File: config.mk
export PLATFORM = sky130hd
export DESIGN_NAME = counter_sweep_ctrl
export DESIGN_NICKNAME = d
export VERILOG_FILES = /design/src/rtl/counter_pkg.sv /design/src/rtl/step_timer.sv /design/src/rtl/counter_sweep_ctrl.sv
export SDC_FILE = /design/constraint.sdc
export NUM_CORES = 1
export LEC_CHECK = 0
export BUFFER_PORTS_ARGS = -buffer_cell sky130_fd_sc_hd__buf_2
export CAP_MARGIN = 10
export CORE_MARGIN = 3
export CORE_UTILIZATION = 45
export DETAILED_ROUTE_END_ITERATION = 8
export PLACE_DENSITY = 0.67
export SYNTH_ARGS = -nofsm -noshare
export SYNTH_HDL_FRONTEND = slang
export SYNTH_HIERARCHICAL = 1
export SYNTH_SLANG_ARGS = --single-unit
export TNS_END_PERCENT = 50
File: constraint.sdc
create_clock -name CLK -period 5.5 [get_ports CLK]
set_clock_uncertainty 0.15 [all_clocks]
set_input_delay 0.55 -clock CLK [delete_from_list [all_inputs] [get_ports CLK]]
set_output_delay 0.55 -clock CLK [all_outputs]
set_load 0.03 [all_outputs]
File: src/rtl/counter_pkg.sv
// Shared definitions for the up/down counter and its sequencers.
package counter_pkg;

  localparam int CNT_W = 8;

  localparam logic MODE_GOTO     = 1'b0;
  localparam logic MODE_PINGPONG = 1'b1;

  typedef enum logic [2:0] {
    ST_IDLE  = 3'd0,
    ST_CHECK = 3'd1,
    ST_WAIT  = 3'd2,
    ST_STEP  = 3'd3,
    ST_TURN  = 3'd4
  } state_t;

  // Endpoints of the active command; target/origin swap on each ping-pong turn.
  typedef struct packed {
    logic             mode;
    logic [CNT_W-1:0] target;
    logic [CNT_W-1:0] origin;
  } cmd_t;

endpackage

File: src/rtl/step_timer.sv
// Down-counting divider: load a value, decrement while DEC, flag the cycle
// in which the decrement reaches zero.
module step_timer #(
  parameter int W = 8
) (
  input  logic         CLK,
  input  logic         RST,
  input  logic         LOAD,
  input  logic [W-1:0] LOAD_VAL,
  input  logic         DEC,
  output logic         EXPIRE
);

  logic [W-1:0] cnt;

  // Load has priority; decrement saturates at zero.
  always_ff @(posedge CLK) begin
    if (RST)                     cnt <= '0;
    else if (LOAD)               cnt <= LOAD_VAL;
    else if (DEC && cnt != '0)   cnt <= cnt - 1'b1;
  end

  // Value 1 (or an already-empty 0) means this decrement is the last one.
  assign EXPIRE = DEC && (cnt[W-1:1] == '0);

endmodule

File: src/rtl/counter_sweep_ctrl.sv
// Command sequencer for the up/down counter: goto / ping-pong sweeps,
// one counter step every STEP_DIV clocks, with abort.
module counter_sweep_ctrl
  import counter_pkg::*;
#(
  parameter int STEP_DIV = 4,
  parameter int PASS_W   = 4
) (
  input  logic              CLK,
  input  logic              RST,
  input  logic              CMD_VALID,
  output logic              CMD_READY,
  input  logic              CMD_MODE,
  input  logic [CNT_W-1:0]  CMD_TARGET,
  input  logic [PASS_W-1:0] CMD_PASSES,
  input  logic              ABORT,
  input  logic [CNT_W-1:0]  CNT_IN,
  output logic              CNT_EN,
  output logic              CNT_DIR,
  output logic              BUSY,
  output logic              DONE,
  output logic              ABORTED
);

  // CHECK and STEP each take one cycle, so WAIT covers the remaining STEP_DIV-2.
  localparam logic [CNT_W-1:0] DIV_LOAD  = CNT_W'(STEP_DIV - 2);
  localparam bit               SKIP_WAIT = (STEP_DIV <= 2);

  state_t            state;
  cmd_t              cmd_q;
  logic [PASS_W-1:0] passes_q;
  logic              en_q;
  logic              dir_q;
  logic              ready_q;
  logic              done_q;
  logic              aborted_q;

  logic tmr_load;
  logic tmr_dec;
  logic tmr_expire;
  logic at_target;
  logic go_down;

  assign at_target = (CNT_IN == cmd_q.target);
  assign go_down   = (CNT_IN >  cmd_q.target);
  assign tmr_load  = (state == ST_CHECK);
  assign tmr_dec   = (state == ST_WAIT);

  step_timer #(.W(CNT_W)) u_tmr (
    .CLK      (CLK),
    .RST      (RST),
    .LOAD     (tmr_load),
    .LOAD_VAL (DIV_LOAD),
    .DEC      (tmr_dec),
    .EXPIRE   (tmr_expire)
  );

  // Sequencer FSM with registered handshake, step and status outputs.
  always_ff @(posedge CLK) begin
    if (RST) begin
      state     <= ST_IDLE;
      cmd_q     <= '{mode: MODE_GOTO, target: '0, origin: '0};
      passes_q  <= '0;
      en_q      <= 1'b0;
      dir_q     <= 1'b0;
      ready_q   <= 1'b1;
      done_q    <= 1'b0;
      aborted_q <= 1'b0;
    end else begin
      en_q      <= 1'b0;
      done_q    <= 1'b0;
      aborted_q <= 1'b0;
      if (state != ST_IDLE && ABORT) begin
        state     <= ST_IDLE;
        ready_q   <= 1'b1;
        aborted_q <= 1'b1;
      end else begin
        case (state)
          ST_IDLE: begin
            if (CMD_VALID && ready_q) begin
              cmd_q.mode   <= CMD_MODE;
              cmd_q.target <= CMD_TARGET;
              cmd_q.origin <= CNT_IN;
              passes_q     <= (CMD_PASSES == '0) ? PASS_W'(1) : CMD_PASSES;
              ready_q      <= 1'b0;
              state        <= ST_CHECK;
            end
          end
          ST_CHECK: begin
            if (at_target) begin
              state <= ST_TURN;
            end else if (SKIP_WAIT) begin
              state <= ST_STEP;
              en_q  <= 1'b1;
              dir_q <= go_down;
            end else begin
              state <= ST_WAIT;
            end
          end
          ST_WAIT: begin
            if (tmr_expire) begin
              state <= ST_STEP;
              en_q  <= 1'b1;
              dir_q <= go_down;
            end
          end
          ST_STEP: begin
            state <= ST_CHECK;
          end
          ST_TURN: begin
            if (cmd_q.mode != MODE_PINGPONG || passes_q == PASS_W'(1)) begin
              state   <= ST_IDLE;
              ready_q <= 1'b1;
              done_q  <= 1'b1;
            end else begin
              passes_q     <= passes_q - 1'b1;
              cmd_q.target <= cmd_q.origin;
              cmd_q.origin <= cmd_q.target;
              state        <= ST_CHECK;
            end
          end
          default: begin
            state   <= ST_IDLE;
            ready_q <= 1'b1;
          end
        endcase
      end
    end
  end

  // An abort landing on a STEP cycle must suppress that step immediately.
  assign CNT_EN    = en_q & ~ABORT;
  assign CNT_DIR   = dir_q;
  assign CMD_READY = ready_q;
  assign BUSY      = (state != ST_IDLE);
  assign DONE      = done_q;
  assign ABORTED   = aborted_q;

endmodule

==> flow_summary.ini, run 1 <==
[yosys]
yosysWarnings = 6
synth_area_per_cell_um2 = 8.41
synthDistinctLibCells = 54
synthArstFlopShare_pct = 0
synth_top_cell_by_area = dfxtp_1
yosysSeqAreaShare_pct = 33.9
syn_area_um2 = 2190
synth.area.top_cells = dfxtp_1 (34%), ha_1 (6.9%), nand2_1 (6.4%)
synth_seq_cells = 37
synthCells = 260
synth-edff-count = 0
ys.flop_type = dfxtp_1
synth_top_area_share_pct = 33.9

[routing]
drt-pass1-iter-count = 4
viasPerCell = 5.31
drt_wl_total_um = 4660
vias = 1863
antenna_left = 0
wl_per_cell_um = 13.3
drt_iter0_markers = 108
drc = 0

[timing]
max_freq_mhz = 395
fin_ws_ps = 2970
rsz0062_at_grt = no
hold_violations = 0
worst_pin_slew_ps = 806
slew_violations = 0
max_slew_margin_pct = 46.2
setup_viol = 0
fin_tns_setup_ps = 0
period_share_pct = 46.0
layout_min_cycle_time_ps = 2530

[die]
pin_count = 31
initial_core_util_pct = 48.2
placeableCoreArea_um2 = 4530
die_h_um = 75.7
die_w_um = 75.7
rows = 24
die_area_um2 = 5730

[power_and_ir_drop]
power_density_nw_per_um2 = 261
peakVddDrop_uv = 140
p_leak_nw = 0.953
total_power_mw = 0.630

[run]
maxCapViolations = 0

[min_path]
min_from = CMD_READY$_SDFFE_PP1P_
hold_path_end = CMD_READY$_SDFFE_PP1P_
worstHoldPathCells = 2
hold_path.class = reg -> reg

[cts]
clkLatencyLatePin_ps = 280
cts_root_buf = clkbuf_8
cts_resized = 0
cts_tree = done
cts_sinks = 37
htree_num_levels = 2
holdBufCountCts = 0
clockBufferDepth = 2
postCtsSetupBuffers = 0
cts_buffers = 5
clkTransAtPathRegs_ps = 70

[global_routing]
grt-ovfl-total = 0
met2_usage_pct = 28.5
grt_max_degree = 38
grt_pass1_wl_um = 7720
grt_pass1_vias = 1689
use_met1_pct = 22.7
antenna_found_initial = 0
grt_busiest_layer = met2
grtUsageMet3_pct = 4.49
grtUsageTotal_pct = 17.4

[worst_setup_path]
crit_type = reg -> reg
r2r-start = passes_q[1]$_SDFFE_PP0P_
r2r_end = cmd_q[14]$_SDFFE_PP0P_
worst_setup_path_start_kind = flip-flop
r2r_setup_slack_ps = 2970
cp.required_ps = 5470
arrival_ps = 2500
cp_max_fo = 21
cp-end-kind = flip-flop
rr_worst_depth = 7

[place]
place_ws_ps = 2990
hpwl_um = 3180
dpl_cell_area_um2 = 2340
port_buffers = 30
globalplace.congestion = 0.852

[layout]
stdcell_area_um2 = 2420
drive_gt1_share_pct = 17.8
antenna_cells = 0
final_util_pct = 53.3
layout.nets = 324
areaGrowthSynthToFinish_pct = 10.6

[outcome]
status = finished, final reports clean
==> synth_stat cells (2+ instances only) <==
cell type	n
or2_2	2
xnor2_1	2
clkbuf_1	5
nand4_1	3
o31ai_1	2
a311oi_2	2
buf_4	3
nor4_1	3
inv_1	16
nor3_2	2
o21ai_0	4
nor3b_1	2
buf_6	3
nand2_1	37
a21oi_1	24
o211ai_1	2
nand2b_1	2
nor3_1	6
a32o_1	3
mux2i_1	5
nand3b_1	3
nor2_1	17
conb_1	2
nand3_1	2
nor4b_1	2
a311oi_1	15
buf_2	4
or3_1	3
nor2b_1	3
o21a_1	2
ha_1	12
dfxtp_1	37
a211oi_1	9
==> layer usage <==
layer  share of wire, %  vias to the layer above  wire length, um
met5                  0                        -                0
met4               0.95                        0               44
met3                3.6                        4              169
met2                 45                       33             2080
met1                 51                      843             2360
li1                   -                      983                -
==> cell type report <==
| type | count | area (um^2) |
|---|---|---|
| Clock buffer | 5 | 68.8 |
| Clock inverter | 1 | 5.00 |
| Fill cell | 461 | 2120 |
| Inverter | 16 | 60.1 |
| Multi-Input combinational cell | 195 | 1300 |
| Sequential cell | 37 | 741 |
| Tap cell | 65 | 81.3 |
| Timing Repair Buffer | 32 | 165 |
==> layout by cell type (no fill, tap or decap), types with 3 or more instances in the layout <==
cell type and count:
a211oi_1 9, a21oi_1 24, a311oi_1 15, a32o_1 3, buf_2 30, clkbuf_8 5
conb_1 8, dfxtp_1 37, ha_1 12, inv_1 16, mux2i_1 5, nand2_1 37
nand3b_1 3, nand4_1 3, nor2_1 17, nor2b_1 3, nor3_1 6, nor4_1 3
o21ai_0 4, or3_1 3
==> worst max-delay path, cell delays in order (launching register included) <==
cell      delay (ps)
dfxtp_1          370
inv_1             70
ha_1             170
nor3b_2          170
o32ai_2          240
buf_4            280
and2_1           700
a311oi_1         200
==> metrics by stage <==
step           std cells  hold slack (ps)
5_1_grt              351              340
2_1_floorplan        266              306
3_5_place_dp         345              323
4_1_cts              351              336
3_3_place_gp         345              308
6_report             351              333
==> logic make-up (layout without fill, tap and decap cells) <==
group | count (synthesis) | after routing | synth area share, %
xor gates and xnor gates | 3 | 3 | 1.20
other | 2 | 8 | 0.343
buffers and inverters | 34 | 54 | 7.84
muxes | 5 | 5 | 2.29
DFF | 37 | 37 | 33.9
and+or+nand+nor | 98 | 98 | 24.7
adders and majority gates | 12 | 12 | 6.86
AOI/OAI and AO/OA | 69 | 69 | 22.9
==> report_power, final <==
part / internal, mW / total, mW / switching (mW)
combinational: 0.0625 / 0.139 / 0.0767
clock: 0.0834 / 0.177 / 0.0932
sequential: 0.292 / 0.314 / 0.0228
total: 0.438 / 0.630 / 0.193
==> state kept, by name, summed over array words and instances (netlist names), 3 cells and up <==
signal / count
cmd_q: 17
passes_q: 4
state: 3
u_tmr/cnt: 8
==> worst max path at each step <==
stage / from / end / slack [ps] / cells after the start
floorplan: state[2]$_SDFFE_PP0P_ / CNT_DIR$_SDFFE_PP0P_ / 3290 / 7
global placement: state[1]$_SDFFE_PP0P_ / CNT_DIR$_SDFFE_PP0P_ / 3030 / 6
detailed placement: passes_q[1]$_SDFFE_PP0P_ / cmd_q[14]$_SDFFE_PP0P_ / 2990 / 7
CTS: passes_q[1]$_SDFFE_PP0P_ / cmd_q[14]$_SDFFE_PP0P_ / 2980 / 7
global route: passes_q[1]$_SDFFE_PP0P_ / cmd_q[14]$_SDFFE_PP0P_ / 2770 / 7
finish: passes_q[1]$_SDFFE_PP0P_ / cmd_q[14]$_SDFFE_PP0P_ / 2970 / 7
(Power assumes the default switching activity.)
==> run 2: changes to the inputs <==
ABC_AREA = 1   (was not set)
PLACE_DENSITY = 0.69   (was 0.67)
clock period = 2.11 ns   (was 5.5 ns; I/O delays follow)
==> run 2 against run 1 <==
Against the previous run: worst setup slack lost 2500 ps; synthesized cell count grew 34%; cell area is 4.8% higher; global-route usage fell by 0.78 points; power rose to 5.7 times the previous value; cell count increased by 29%; critical path type unchanged; critical endpoint is now cmd_q[0]$_SDFFE_PP0P_.
==> flow_summary.ini, run 2 <==
[layout]
largest_register_ffs = 17
drive_gt1_share_pct = 14.0
fill_cells = 506
layoutNonFillerInstCount = 452
final_cell_mix = nand2_1 (97), nor2_1 (56), dfxtp_1 (37), inv_1 (37), buf_2 (30)
stdcell_area_um2 = 2530
largest_registers = cmd_q x17, u_tmr/cnt x8, passes_q x4
regMostFlops = cmd_q
antenna_cells = 0
final_common_cell = nand2_1
layout.nets = 422
areaGrowthSynthToFinish_pct = 13.3

[power_and_ir_drop]
p_leak_nw = 1.26
peakVddDrop_uv = 497
p_int_mw = 1.89
pwr-share-clk_pct = 13.7
p_comb_share_pct = 55.8
power.switching_mw = 1.73
seq_power_share_pct = 30.5
power_density_nw_per_um2 = 1430
switching_share_pct = 47.7

[cts]
cts_resized = 0
cts_root_buf = clkbuf_8
clockBufferDepth = 2
postCtsSetupBuffers = 0
htree_num_levels = 2
cts_sinks = 37
holdBufCountCts = 0
cts_buffers = 5
clkTransAtPathRegs_ps = 70
cts_tree = done
clkLatencyLatePin_ps = 280

[routing]
vias = 2111
drt_wl_total_um = 4660
wl_per_cell_um = 10.3
viasPerCell = 4.67
wl_met2_um = 2050
top_layer = met4
met3_length_um = 210
drt-pass1-iter-count = 4
routedLengthMet1_um = 2330
drc = 0
antenna_left = 0
drt_iter0_markers = 147

[yosys]
synthDistinctLibCells = 29
syn_area_um2 = 2240
yosysWarnings = 6
synth.area.top_cells = dfxtp_1 (33%), nand2_1 (16%), nor2_1 (9.4%)
synth_top_area_share_pct = 33.1
synth.most_common_cell = nand2_1
synth_top_cell_by_area = dfxtp_1
synth_area_per_cell_um2 = 6.41
synthArstFlopShare_pct = 0
synth_seq_cells = 37
synthTopCellsByCount = nand2_1 (97), nor2_1 (56), dfxtp_1 (37), inv_1 (37), o21ai_0 (29)
yosysSeqAreaShare_pct = 33.1
ys.flop_type = dfxtp_1
synth-edff-count = 0
synthCells = 349

[worst_setup_path]
arrival_ps = 1680
cp_max_fo = 11
worst_setup_path_start_kind = flip-flop
crit_type = reg -> reg
cp-end-kind = flip-flop
cp.required_ps = 2140

[place]
hpwl_um = 3330
globalplace.congestion = 0.791
dpl_cell_area_um2 = 2450
dp.cells = 445
port_buffers = 30
place_ws_ps = 454

[timing]
fin_ws_ps = 456
setup_viol = 0
layout_min_cycle_time_ps = 1650
slew_violations = 0
rsz0062_at_grt = no
fin_tns_setup_ps = 0
hold_violations = 0
max_freq_mhz = 605
period_share_pct = 78.4

[global_routing]
grt_pass1_vias = 1881
grt-ovfl-total = 0
grt_pass1_wl_um = 8110
antenna_found_initial = 0
grtUsageTotal_pct = 16.6
grt_max_degree = 25

[die]
rows = 25
die_h_um = 76.5
die_w_um = 76.5
die_area_um2 = 5850
pin_count = 31
placeableCoreArea_um2 = 4750
initial_core_util_pct = 47.0

[outcome]
status = finished, final reports clean

[min_path]
hold_path.class = in -> reg

[run]
maxCapViolations = 0
[run 2: cell families (layout without fill, tap and decap cells)]
family	after synthesis	count (layout)	share of synthesized area, %
fa+ha+maj	12	12	6.71
simple gates	197	197	37.4
flops	37	37	33.1
other cells	2	8	0.336
buf+inv	52	82	10.5
compound gates	48	48	11.5
xor+xnor	1	1	0.392
[run 2: stage by stage]
| step | power [mW] | utilization (%) | hold WS, ps |
|---|---|---|---|
| after detailed placement | 3.14 | 51.5 | 308 |
| after global placement | 3.11 | 51.5 | 304 |
| final | 3.62 | 53.3 | 57.0 |
| after global routing | 4.01 | 53.3 | 55.4 |
| after floorplan | 2.85 | - | 130 |
| after CTS | 3.66 | 53.3 | 50.6 |
[run 2: power by group through the flow]
stage	logic, mW	clock network (mW)	registers [mW]
after floorplan	1.74	0	1.11
after global placement	1.99	0	1.12
after detailed placement	2.02	0	1.12
after CTS	2.03	0.518	1.10
after global routing	2.33	0.548	1.13
final	2.02	0.494	1.11
[run 2: layout make-up]
cell class | instances | area, um^2 | share of cell area (%)
Sequential cell | 37 | 741 | 29.2
Clock buffer | 7 | 86.3 | 3.41
Timing Repair Buffer | 33 | 173 | 6.81
Inverter | 42 | 168 | 6.62
Tap cell | 67 | 83.8 | 3.31
Multi-Input combinational cell | 266 | 1280 | 50.6
[run 2: layer usage]
metal,global-route usage (%),vias to the layer above
met1,22.0,896
met4,6.16,0
met5,0,-
li1,-,1165
met2,26.7,43
met3,3.19,7
[run 2: worst max-delay path, stage by stage (launching register included)]
cell     delay [ps]
dfxtp_1         340
nor2_4          180
nand2_1         190
inv_1           350
o21ai_0         120
o21ai_0         170
nor2_1           50
[run 2: worst paths after layout]
path                            end  slack [ps]  depth (start not counted)                    from
min reg2reg  cmd_q[16]$_SDFFE_PP0P_         320                          2  cmd_q[16]$_SDFFE_PP0P_
max           cmd_q[0]$_SDFFE_PP0P_         460                          6   state[1]$_SDFFE_PP0P_
max reg2reg   cmd_q[0]$_SDFFE_PP0P_         460                          6   state[1]$_SDFFE_PP0P_
min              ABORTED$_SDFF_PP0_          60                          3                   ABORT
==> run 3: changes to the inputs <==
clock period = 1.39 ns   (was 2.11 ns; I/O delays follow)
==> run 3 against run 2 <==
Against the previous run: highest routed layer unchanged; clock power increased by 73%; register-to-register slack got worse by 650 ps; largest power group unchanged; worst setup slack worse by 650 ps; first-iteration DRC count grew 24%; sequential share of layout area shrank 6.4 points; utilization is 17 points higher; the flow now finishes with violations (setup timing); power up 120%; fmax up 4.3%; cell count up 12%.
==> flow_summary.ini, run 3 (synthesis results as in run 2) <==
[outcome]
status = finished, violations left
violations = setup timing

[min_path]
hold_path.class = in -> reg
worstHoldPathCells = 2

[timing]
setup_viol = 34
layout_min_cycle_time_ps = 1590
rsz0062_at_grt = yes
fin_ws_ps = -197
hold_violations = 0
whs_ps = 18.6
max_freq_mhz = 630
slew_violations = 0
fin_tns_setup_ps = -3870
period_share_pct = 114

[die]
placeableCoreArea_um2 = 4750
die_h_um = 76.5
die_area_um2 = 5850
die_w_um = 76.5
initial_core_util_pct = 47.0
rows = 25
pin_count = 31

[cts]
clkTransAtPathRegs_ps = 80
cts_buffers = 5
cts_sinks = 37
holdBufCountCts = 0
clockBufferDepth = 2
clkLatencyLatePin_ps = 290
cts_tree = done
cts_root_buf = clkbuf_8
htree_num_levels = 2

[layout]
layout.nets = 473
drive_gt1_share_pct = 41.4
largest_registers = cmd_q x17, u_tmr/cnt x8, passes_q x4
areaGrowthSynthToFinish_pct = 49.5
largest_register_ffs = 17
regMostFlops = cmd_q
final_cell_mix = nand2_1 (89), nor2_1 (46), buf_4 (41)
antenna_cells = 0
layoutNonFillerInstCount = 504
final_common_cell = nand2_1
fill_cells = 367

[place]
dp.cells = 476
port_buffers = 30
place_ws_ps = -177
hpwl_um = 3730
globalplace.congestion = 0.822

[worst_setup_path]
worst_setup_path_start_kind = flip-flop
crit_buf_inv = 1
cp_top_family = compound AO/OA/AOI/OAI gates
cp_cell_sequence = nor2_4 > nand2_2 > buf_12 > o21ai_0 > o21ai_2 > nor2_1
cp_max_fo = 30
crit_type = reg -> reg
cp.required_ps = 1480
slowest_delay_ps = 360
path_depth = 6
arrival_ps = 1670
crit_slowest_cell = dfxtp_2
cp-end-kind = flip-flop
r2r_setup_slack_ps = -200
rr_worst_depth = 6

[routing]
drt_wl_total_um = 6850
drt-pass1-iter-count = 5
drc = 0
drt_iter0_markers = 182
vias = 2543
antenna_left = 0
wl_per_cell_um = 13.6
viasPerCell = 5.05

[power_and_ir_drop]
power_density_nw_per_um2 = 2370
peakVddDrop_uv = 1120
p_leak_nw = 1.59

[global_routing]
antenna_found_initial = 0
grt_max_degree = 31
grt-ovfl-total = 0
grt_pass1_wl_um = 10600
grtUsageTotal_pct = 22.3
grt_pass1_vias = 2320

[run]
maxCapViolations = 0
[run 3: cell types whose count changed in the layout (fill, tap and decap cells not counted), sizes merged]
cell and change:
buf +46, clkinv +1, inv +3, nand2 +2
[run 3: power breakdown]
part / total (mW) / switching [mW] / internal (mW) / leakage (nW)
clock: 0.855 / 0.407 / 0.449 / 0.0542
sequential: 1.73 / 0.268 / 1.47 / 0.310
combinational: 5.34 / 3.18 / 2.17 / 1.22
total: 7.93 / 3.85 / 4.08 / 1.59
[run 3: final cells by class]
cell class	instances	area, um^2	area share (%)
inverter	42	195	5.84
multi-input combinational	268	1620	48.5
timing repair inverter	3	27.5	0.823
timing repair buffer	79	551	16.5
sequential	37	764	22.9
tap	67	83.8	2.51
clock buffer	7	96.3	2.88
clock inverter	1	5.00	0.150
[run 3: per-stage QoR]
step	utilization, %	total power [mW]	area, um^2
after CTS	65.3	7.10	3100
after global placement	56.8	5.15	2700
after detailed placement	56.8	5.23	2700
after global routing	70.3	8.54	3340
after floorplan	-	4.37	2270
final	70.3	7.93	3340
[run 3: path summary, 6_finish.rpt]
| path | to | startpoint |
|---|---|---|
| max | cmd_q[6]$_SDFFE_PP0P_ | state[0]$_SDFFE_PP0P_ |
| min | CNT_DIR$_SDFFE_PP0P_ | RST |
| max reg2reg | cmd_q[6]$_SDFFE_PP0P_ | state[0]$_SDFFE_PP0P_ |
| min reg2reg | cmd_q[2]$_SDFFE_PP0P_ | cmd_q[2]$_SDFFE_PP0P_ |
[run 3: metal layers]
layer	track usage, %	wire (um)
met3	4.26	330
met5	0	0
met4	7.61	132
met1	27.9	2980
met2	38.1	3410
[run 3: timing repair]
item	4_1_cts	5_1_grt
setup buffers	6	8
cloned	5	1
resized for setup	67	49
hold endpoints to repair	0	0
pin swaps	30	8
endpoints found under the setup margin	34	37
